===== src/rtl/spi_to_axis_mux.sv =====
// spi_to_axis_mux
// Merges N_CH SPI receiver word streams round-robin into one shared
// first-word-fall-through FIFO and emits channel-tagged AXI4-Stream packets
// of programmable length, with sticky overflow and saturating drop counting.

module spi_to_axis_mux #(
   parameter int DATA_WIDTH = 32,
   parameter int N_CH       = 4,
   parameter int CH_W       = 2,
   parameter int FIFO_DEPTH = 16,
   parameter int PKT_LEN_W  = 10,
   parameter int KEEP_WIDTH = 4,
   parameter int CNT_W      = 16
) (
   input  logic                       clk,
   input  logic                       rst,
   input  logic                       i_enable,
   input  logic [PKT_LEN_W-1:0]       i_pkt_len,
   input  logic                       i_clr_stat,
   input  logic [N_CH-1:0]            i_DV,
   input  logic [N_CH*DATA_WIDTH-1:0] i_data,
   output logic [N_CH-1:0]            o_fifo_en,
   input  logic                       m_axis_tready,
   output logic                       m_axis_tvalid,
   output logic [DATA_WIDTH-1:0]      m_axis_tdata,
   output logic [KEEP_WIDTH-1:0]      m_axis_tkeep,
   output logic [CH_W-1:0]            m_axis_tuser,
   output logic                       m_axis_tlast,
   output logic [PKT_LEN_W-1:0]       o_counter,
   output logic [CNT_W-1:0]           o_drop_cnt,
   output logic                       o_overflow,
   output logic [1:0]                 o_state
);

   localparam int AW = $clog2(FIFO_DEPTH);
   localparam logic [AW:0]      FULL_CNT = (AW+1)'(FIFO_DEPTH);
   localparam logic [CH_W-1:0]  LAST_CH  = CH_W'(N_CH - 1);

   typedef enum logic [1:0] {
      IDLE  = 2'd0,
      RUN   = 2'd1,
      FLUSH = 2'd2
   } state_t;

   state_t                 state;
   logic [PKT_LEN_W-1:0]   plen;
   logic [PKT_LEN_W-1:0]   counter;
   logic [PKT_LEN_W-1:0]   plen_in;

   logic [DATA_WIDTH-1:0]  hold_data [N_CH];
   logic [N_CH-1:0]        hold_full;
   logic                   holds_empty;

   logic [CH_W-1:0]        rr_ptr;
   logic [N_CH-1:0]        grant;
   logic                   grant_valid;
   logic [CH_W-1:0]        grant_ch;
   logic [DATA_WIDTH-1:0]  grant_data;

   logic [DATA_WIDTH-1:0]  mem_data [FIFO_DEPTH];
   logic [CH_W-1:0]        mem_ch   [FIFO_DEPTH];
   logic [AW-1:0]          wr_ptr;
   logic [AW-1:0]          rd_ptr;
   logic [AW:0]            fifo_cnt;
   logic                   fifo_full;
   logic                   fifo_empty;
   logic                   wr_en;
   logic                   rd_en;
   logic                   tlast_raw;

   logic [N_CH-1:0]        load;
   logic [4:0]             drop_num;
   logic [CNT_W-1:0]       drop_base;
   logic [CNT_W:0]         drop_sum;
   logic [CNT_W-1:0]       drop_next;

   assign plen_in     = (i_pkt_len == '0) ? PKT_LEN_W'(1) : i_pkt_len;
   assign holds_empty = ~|hold_full;
   assign fifo_full   = (fifo_cnt == FULL_CNT);
   assign fifo_empty  = (fifo_cnt == '0);
   assign wr_en       = grant_valid;
   assign rd_en       = m_axis_tvalid && m_axis_tready;

   // Round-robin search: first full holding register at or above the pointer, then wrap
   always_comb begin
      grant       = '0;
      grant_valid = 1'b0;
      grant_ch    = '0;
      grant_data  = '0;
      if (!fifo_full) begin
         for (int c = 0; c < N_CH; c++) begin
            if (!grant_valid && hold_full[c] && (CH_W'(c) >= rr_ptr)) begin
               grant_valid = 1'b1;
               grant_ch    = CH_W'(c);
               grant[c]    = 1'b1;
               grant_data  = hold_data[c];
            end
         end
         for (int c = 0; c < N_CH; c++) begin
            if (!grant_valid && hold_full[c]) begin
               grant_valid = 1'b1;
               grant_ch    = CH_W'(c);
               grant[c]    = 1'b1;
               grant_data  = hold_data[c];
            end
         end
      end
   end

   // Decide per channel whether a strobed word is captured or dropped
   always_comb begin
      load     = '0;
      drop_num = '0;
      if (state == RUN) begin
         for (int c = 0; c < N_CH; c++) begin
            if (i_DV[c]) begin
               if (!hold_full[c] || grant[c]) begin
                  load[c] = 1'b1;
               end else begin
                  drop_num = drop_num + 5'd1;
               end
            end
         end
      end
   end

   // Next drop count: a clear restarts from zero, drops in the same cycle still count
   always_comb begin
      drop_base = i_clr_stat ? '0 : o_drop_cnt;
      drop_sum  = {1'b0, drop_base} + (CNT_W+1)'(drop_num);
      drop_next = drop_sum[CNT_W] ? '1 : drop_sum[CNT_W-1:0];
   end

   // Holding registers: capture on strobe, release when the arbiter grants them
   always_ff @(posedge clk or posedge rst) begin
      if (rst) begin
         hold_full <= '0;
         for (int c = 0; c < N_CH; c++) begin
            hold_data[c] <= '0;
         end
      end else begin
         for (int c = 0; c < N_CH; c++) begin
            if (load[c]) begin
               hold_data[c] <= i_data[c*DATA_WIDTH +: DATA_WIDTH];
               hold_full[c] <= 1'b1;
            end else if (grant[c]) begin
               hold_full[c] <= 1'b0;
            end
         end
      end
   end

   // Advance the round-robin pointer past the channel just granted
   always_ff @(posedge clk or posedge rst) begin
      if (rst) begin
         rr_ptr <= '0;
      end else if (grant_valid) begin
         rr_ptr <= (grant_ch == LAST_CH) ? '0 : grant_ch + CH_W'(1);
      end
   end

   // FIFO storage array, written with the granted word and its channel tag
   always_ff @(posedge clk) begin
      if (wr_en) begin
         mem_data[wr_ptr] <= grant_data;
         mem_ch[wr_ptr]   <= grant_ch;
      end
   end

   // FIFO pointers and occupancy
   always_ff @(posedge clk or posedge rst) begin
      if (rst) begin
         wr_ptr   <= '0;
         rd_ptr   <= '0;
         fifo_cnt <= '0;
      end else begin
         if (wr_en) begin
            wr_ptr <= wr_ptr + AW'(1);
         end
         if (rd_en) begin
            rd_ptr <= rd_ptr + AW'(1);
         end
         case ({wr_en, rd_en})
            2'b10:   fifo_cnt <= fifo_cnt + (AW+1)'(1);
            2'b01:   fifo_cnt <= fifo_cnt - (AW+1)'(1);
            default: fifo_cnt <= fifo_cnt;
         endcase
      end
   end

   // Control FSM plus packet length latch and beat counter
   always_ff @(posedge clk or posedge rst) begin
      if (rst) begin
         state   <= IDLE;
         plen    <= PKT_LEN_W'(1);
         counter <= '0;
      end else begin
         case (state)
            IDLE: begin
               if (i_enable) begin
                  plen  <= plen_in;
                  state <= RUN;
               end
            end
            RUN: begin
               if (!i_enable) begin
                  state <= FLUSH;
               end
            end
            FLUSH: begin
               if (fifo_empty && holds_empty && (counter == '0)) begin
                  state <= IDLE;
               end
            end
            default: state <= IDLE;
         endcase
         if (rd_en) begin
            if (m_axis_tlast) begin
               counter <= '0;
               plen    <= plen_in;
            end else begin
               counter <= counter + PKT_LEN_W'(1);
            end
         end
      end
   end

   // Sticky overflow flag and saturating drop counter
   always_ff @(posedge clk or posedge rst) begin
      if (rst) begin
         o_drop_cnt <= '0;
         o_overflow <= 1'b0;
      end else begin
         o_drop_cnt <= drop_next;
         if (drop_num != '0) begin
            o_overflow <= 1'b1;
         end else if (i_clr_stat) begin
            o_overflow <= 1'b0;
         end
      end
   end

   assign tlast_raw = (counter == plen - PKT_LEN_W'(1)) ||
                      ((state == FLUSH) && (fifo_cnt == (AW+1)'(1)) && holds_empty && !grant_valid);

   assign m_axis_tvalid = !fifo_empty;
   assign m_axis_tdata  = m_axis_tvalid ? mem_data[rd_ptr] : '0;
   assign m_axis_tuser  = m_axis_tvalid ? mem_ch[rd_ptr]   : '0;
   assign m_axis_tkeep  = m_axis_tvalid ? '1 : '0;
   assign m_axis_tlast  = m_axis_tvalid && tlast_raw;
   assign o_fifo_en     = (state == RUN) ? ~hold_full : '0;
   assign o_counter     = counter;
   assign o_state       = state;

endmodule


===== config.mk =====
export PLATFORM = sky130hd
export DESIGN_NAME = spi_to_axis_mux
export DESIGN_NICKNAME = d
export VERILOG_FILES = /design/src/rtl/spi_to_axis_mux.sv
export SDC_FILE = /design/constraint.sdc
export NUM_CORES = 1
export LEC_CHECK = 0
export ABC_AREA = 1
export CAP_MARGIN = 10
export CORE_ASPECT_RATIO = 0.75
export CORE_MARGIN = 10
export CORE_UTILIZATION = 30
export CTS_CLUSTER_DIAMETER = 50
export DETAILED_ROUTE_END_ITERATION = 7
export SYNTH_ARGS = -nofsm -noshare
export SYNTH_HDL_FRONTEND = slang
export SYNTH_SLANG_ARGS = --single-unit

===== constraint.sdc =====
create_clock -name clk -period 7.4 [get_ports clk]
set_input_delay 0.74 -clock clk [delete_from_list [all_inputs] [get_ports clk]]
set_output_delay 0.74 -clock clk [all_outputs]
set_load 0.05 [all_outputs]

## Word-level counts from Yosys, hierarchy flattened

Memory sizes are Yosys's and may differ from the RTL's.
Index checks and enable logic that the tools add are counted.

| storage, ports and cells | value |
|---|---|
| register bits after elaboration | 186 |
| bits in latches | 0 |
| RAM bits | 544 |
| ROM bits | 0 |
| input bits | 147 |
| output and inout port bits | 73 |
| word-level logic and storage cells | 188 |
| memories | 2 |

Memory list:

| memory | words | width | read ports | clocked after Yosys merged registers in | write ports | line | text |
|---|---|---|---|---|---|---|---|
| mem_data | 16 | 32 | 1 | 0 | 1 | 60 | `logic [DATA_WIDTH-1:0] mem_data [FIFO_DEPTH];` |
| mem_ch | 16 | 2 | 1 | 0 | 1 | 61 | `logic [CH_W-1:0] mem_ch [FIFO_DEPTH];` |

| cells by class | value |
|---|---|
| add/subtract/negate cells | 11 |
| multiply operators | 0 |
| divide/modulo/power cells | 0 |
| magnitude comparators | 4 |
| equality and inequality tests | 11 |
| shift-type cells | 0 |
| muxes and demuxes | 92 |
| bitwise logic cells | 1 |
| reductions and logical operators | 50 |

Operators with widths:

| cell | count |
|---|---|
| 32-bit two-way mux | 10 |
| 10-bit two-way mux | 6 |
| 5-bit two-way mux | 10 |
| 1-bit two-way mux | 46 |
| 16-bit two-way mux | 2 |
| 2-bit two-way mux | 12 |
| 5-bit by 1-bit adder with 5-bit output, second input constant | 4 |
| 10-bit logical NOT | 2 |
| 1-bit logical AND | 18 |
| 16-bit by 5-bit adder with 17-bit output | 1 |
| 4-bit two-way mux | 4 |
| 1-bit logical NOT | 14 |
| 2-bit nonzero test | 6 |
| 10-bit by 1-bit adder with 10-bit output, second input constant | 1 |
| 10-bit == test | 1 |
| 5-bit case mux with 2 select lines | 1 |
| 10-bit by 1-bit subtractor with 10-bit output, second input constant | 1 |
| 4-bit by 1-bit adder with 4-bit output, second input constant | 2 |
| 2-bit == test, second input constant | 3 |
| 2-bit != test, second input constant | 3 |
| 2-bit case mux with 3 select lines | 1 |
| 5-bit by 1-bit == test with 1-bit output, second input constant | 1 |
| 5-bit == test, second input constant | 1 |
| 5-bit logical NOT | 1 |
| other kinds (11) | 18 |

## Depth between registers and ports, before layout

| depth | value |
|---|---|
| depth after elaboration | 53 |
| gate-level depth with buffers | 34 |
| gate-level depth less buffers | 34 |

## Worst setup path after synthesis

Ideal clock, no wire load.

| path | value |
|---|---|
| kind | register to register |
| from | register fifo_cnt[0] |
| to | register o_drop_cnt[10] |
| setup time | 0.142 ns |
| data arrival time | 3.992 ns |
| data required time | 7.258 ns |
| setup slack | 3.266 ns |
| cell stages (with the launch flop) | 30 |
| buffers on the path | 1 |
| clock period less this slack | 4.134 ns |
| cells stage by stage | dfrtp_1 -> inv_1 -> ha_1 -> inv_1 -> nor2_2 -> nand2_2 -> inv_2 -> a21oi_1 -> inv_2 -> nand2_2 -> inv_1 -> ha_1 -> nand2_1 -> nand2_1 -> ha_1 -> nand4_1 -> nand2_1 -> ha_1 -> o21ai_0 -> inv_1 -> nand2_1 -> inv_1 -> fa_1 -> a21oi_1 -> o21ai_1 -> nand2_1 -> nor3_4 -> nand4_1 -> clkbuf_1 -> nand3_1 |

| between the ends | value |
|---|---|
| longest elaborated chain between the ends | 20 |
| elaborated cells on any way between the ends | 23 |
| classes of those cells | add/sub (4); eq/ne (1); mux (14); reduce/logical (4) |

RTL lines:

| what | line | text |
|---|---|---|
| start: declaration | 64 | `logic [AW:0] fifo_cnt;` |
| start signal: assignment | 184 | `2'b10: fifo_cnt <= fifo_cnt + (AW+1)'(1);` |
| start signal: assignment | 185 | `2'b01: fifo_cnt <= fifo_cnt - (AW+1)'(1);` |
| start signal: assignment | 186 | `default: fifo_cnt <= fifo_cnt;` |
| 5-bit == test (*) | 79 | `assign fifo_full = (fifo_cnt == FULL_CNT);` |
| 4-bit two-way mux (*) | 90 | `if (!fifo_full) begin` |
| 1-bit logical OR | 117 | `if (!hold_full[c] \|\| grant[c]) begin` |
| 1-bit two-way mux | 117 |  |
| 1-bit two-way mux | 116 | `if (i_DV[c]) begin` |
| 5-bit two-way mux | 114 | `if (state == RUN) begin` |
| 5-bit by 1-bit adder with 5-bit output | 120 | `drop_num = drop_num + 5'd1;` |
| 5-bit two-way mux | 117 |  |
| [... 5 more ...] | -- |  |
| 5-bit two-way mux | 114 |  |
| 5-bit by 1-bit adder with 5-bit output | 120 |  |
| 5-bit two-way mux | 117 |  |
| 5-bit two-way mux (*) | 116 |  |
| 5-bit two-way mux (*) | 114 |  |
| 16-bit by 5-bit adder with 17-bit output (*) | 130 | `drop_sum = {1'b0, drop_base} + (CNT_W+1)'(drop_num);` |
| 16-bit two-way mux (*) | 131 | `drop_next = drop_sum[CNT_W] ? '1 : drop_sum[CNT_W-1:0];` |
| named net drop_next[10] | 75 | `logic [CNT_W-1:0] drop_next;` |
| end signal: assignment | 234 | `o_drop_cnt <= drop_next;` |
| end: declaration | 30 | `output logic [CNT_W-1:0] o_drop_cnt,` |

Mark *: on every way through the listed nets, which the timed path passes. The rest lies on a longest branch. The select of a mux whose other input is x is not followed.
A chain may end at the register's enable or synchronous reset.

## Final worst setup path

| path | value |
|---|---|
| from | register rd_ptr[1] |
| to | output m_axis_tdata[25] |

| between the ends | value |
|---|---|
| longest elaborated chain between the ends | 2 |

RTL lines:

| what | line | text |
|---|---|---|
| start: declaration | 63 | `logic [AW-1:0] rd_ptr;` |
| start signal: assignment | 181 | `rd_ptr <= rd_ptr + AW'(1);` |
| memory read 16 x 32 bit | -- |  |
| 32-bit two-way mux | 247 | `assign m_axis_tdata = m_axis_tvalid ? mem_data[rd_ptr] : '0;` |
| end: declaration | 25 | `output logic [DATA_WIDTH-1:0] m_axis_tdata,` |

Every way passes these cells.

==> impl_metrics.ini <==
[pwr]
totalPowerFinal_mw = 19.6
p_per_area_mw_per_mm2 = 519
p_leak_nw = 13.9
peakVddDrop_v = 0.000263

[synthesis]
ys_seq_area_share_pct = 66.8
yosysUniqueCellTypes = 46
synth_ff_type = edfxtp_1
ys_warn_count = 0
synthArstFlopShare_pct = 25.5
syn_nets = 2969
ys_seq_elements = 730
synth-edff-count = 544
synth_cells = 2802
synth_area_per_cell_sq_um = 11.2
synth_area_sq_mm = 0.0314

[sta]
maxSlewViolCount = 0
worst_pin_slew_ns = 1.23
fin_skew_ns = 0.0197
finalCriticalPeriod_ns = 5.52
slew_headroom_pct = 18.3
finalHoldViolations = 0
rsz0062_at_grt = false
max_freq_ghz = 0.181
timing.final.crit_share_pct = 74.6
fin_setup_tns_ns = 0
setup_violations = 0
holdWs_ns = 0.513

[layout]
final-seq-area_sq_mm = 0.0210
syn2layout_area_growth_pct = 19.9
layout-drive-gt1-share_pct = 8.47
final_common_cell = edfxtp_1
final_nets = 3143
final_cell_mix = edfxtp_1 (544), nor2_1 (475), o21ai_0 (339)
multi_input_area_sq_mm = 0.00903
fill_cells = 10200

[floorplanning]
die_w_microns = 394
fp-row-count = 102
dieArea_sq_mm = 0.118
die_h_microns = 300
io_pins = 220
core-area_sq_mm = 0.104
start_util_pct = 30.3

[placement]
gpl.final_weighted_congestion = 0.807
dp_hpwl_microns = 54000
place.port_buffers = 219

[clock_network]
cts_root_buffer = clkbuf_16
clk_pin_slew_ns = 0.06
cts_hold_buf = 0
cts-resized-gates = 0
htreeDepth = 3
clock_path_buffers = 3
tritoncts = done
cts_buffers = 72
cts_setup_buffers = 0
clock_sinks = 730
worstSkewPairLatency_ns = 0.66

[critical_path]
critPathCaptureType = output pin
crit_path_max_incr_delay_ns = 0.93
critical-path-top-delay-family = buffers and inverters
cp_cell_sequence = buf_4, buf_4, o21ai_0, o22ai_1, nor2_1, nor2_1, o21ai_0, a21oi_1, clkdlybuf4s50_1
cp_data_required_time_ns = 6.66
cp_slowest_cell = clkdlybuf4s50_1
cp-start-kind = register
crit_type = register to output pin
worst-path-buf-inv = 3
critical_path_arrival_ns = 4.78
path_max_fanout = 86

[grt]
grt-ovfl-total = 0
grt_pass1_vias = 22100
grt_pass1_wl_microns = 140000
grt_use_total_pct = 15.3
antenna_found_initial = 3
grt_max_degree = 161

[detailed_routing]
num_vias = 22500
ant_nets = 0
firstDrtPassIters = 6
drt_iter0_drc = 2085
drt-vias-per-instance = 5.07
wl_microns = 93100
drc = 0
wl_per_cell_microns = 21.0

[hold_path]
hold_path_class = register to register

[run_status]
outcome = complete, no violations

[job]
drv_cap = 0
-- registers in the layout (all words and copies together) (netlist names) --
name	flops
o_drop_cnt	16
o_state	2
plen	10
mem_ch	32
hold_data	128
mem_data	512
hold_full	4
rd_ptr	4
rr_ptr	2
o_overflow	1
fifo_cnt	5
o_counter	10
wr_ptr	4
-- synth_stat cells (5+ instances only) --
library cell / count / area share, %
a21oi_1: 170 / 2.7
inv_2: 7 / 0.084
nor2_1: 492 / 5.9
o221ai_1: 112 / 3.1
buf_4: 11 / 0.26
o22ai_1: 67 / 1.3
o211ai_1: 10 / 0.24
xor2_1: 16 / 0.45
dfrtp_1: 185 / 15
buf_6: 9 / 0.32
mux2_2: 9 / 0.32
mux2_4: 20 / 0.96
nand3_1: 115 / 1.8
or2_2: 5 / 0.10
buf_2: 27 / 0.43
mux2_1: 14 / 0.50
o21ai_0: 342 / 5.4
nor4_1: 5 / 0.10
buf_1: 5 / 0.060
o21ai_1: 6 / 0.096
nand2_1: 222 / 2.7
nand4_1: 18 / 0.36
edfxtp_1: 544 / 52
nand2_2: 11 / 0.22
o2111ai_1: 5 / 0.14
nand3_2: 5 / 0.16
nor3_1: 8 / 0.13
inv_1: 189 / 2.3
nor2_2: 6 / 0.12
clkbuf_1: 122 / 1.5
ha_1: 19 / 0.76
-- per-stage QoR --
stage	utilization [%]	instance area (sq um)	setup WS, ns	instances
2_1_floorplan	-	31400	1.60	2802
6_report	36.4	37700	1.88	4442
5_1_grt	36.4	37700	1.62	4441
3_3_place_gp	33.9	35200	2.20	4305
4_1_cts	36.3	37700	1.82	4437
3_5_place_dp	33.9	35200	2.19	4305
-- power breakdown --
part / switching (mW) / internal [mW] / leakage (nW)
clock: 1.68 / 2.25 / 1.21
sequential: 0.458 / 6.84 / 7.13
combinational: 6.13 / 2.20 / 5.58
-- cells by family after synthesis --
family / count (synthesis) / synth area share, %
mux: 43 / 1.78
xor+xnor: 20 / 0.557
flops: 730 / 66.8
simple gates: 893 / 11.8
compound gates: 724 / 13.4
fa+ha+maj: 20 / 0.820
buf+inv: 372 / 4.90
-- worst min-delay path, cell delays in order, from the launching register on --
cell and delay (ns):
dfrtp_1 0.32, inv_1 0.05, a21oi_1 0.11
-- path summary, 6_finish.rpt --
check	start	depth (start not counted)	slack, ns	to
worst min-delay path	hold_data[6]	2	0.51	hold_data[6]
max in group asynchronous	rst	3	5.22	hold_data[49]
worst min register to register	hold_data[6]	2	0.51	hold_data[6]
min in group asynchronous	rst	2	0.65	o_drop_cnt[7]
worst max register to register	hold_full[0]	28	2.15	o_drop_cnt[15]
worst max-delay path	rd_ptr[1]	9	1.88	m_axis_tdata[25]
-- layout make-up --
class                   count  share of cell area, %
clock inverters            44                   1.58
well taps                1404                   4.66
diodes                      4                 0.0266
flip-flops and latches    730                   55.7
multi-input cells        1700                   24.0
clock buffers              88                   5.02
inverters                 198                   2.01
repair buffers            274                   7.00
-- per-layer routing --
metal / part of all wire, % / global-route usage, %
met1: 44 / 20.8
met2: 47 / 24.9
met3: 6.3 / 2.58
met4: 2.5 / 4.73
met5: 0 / 0
(Power assumes the default switching activity.)
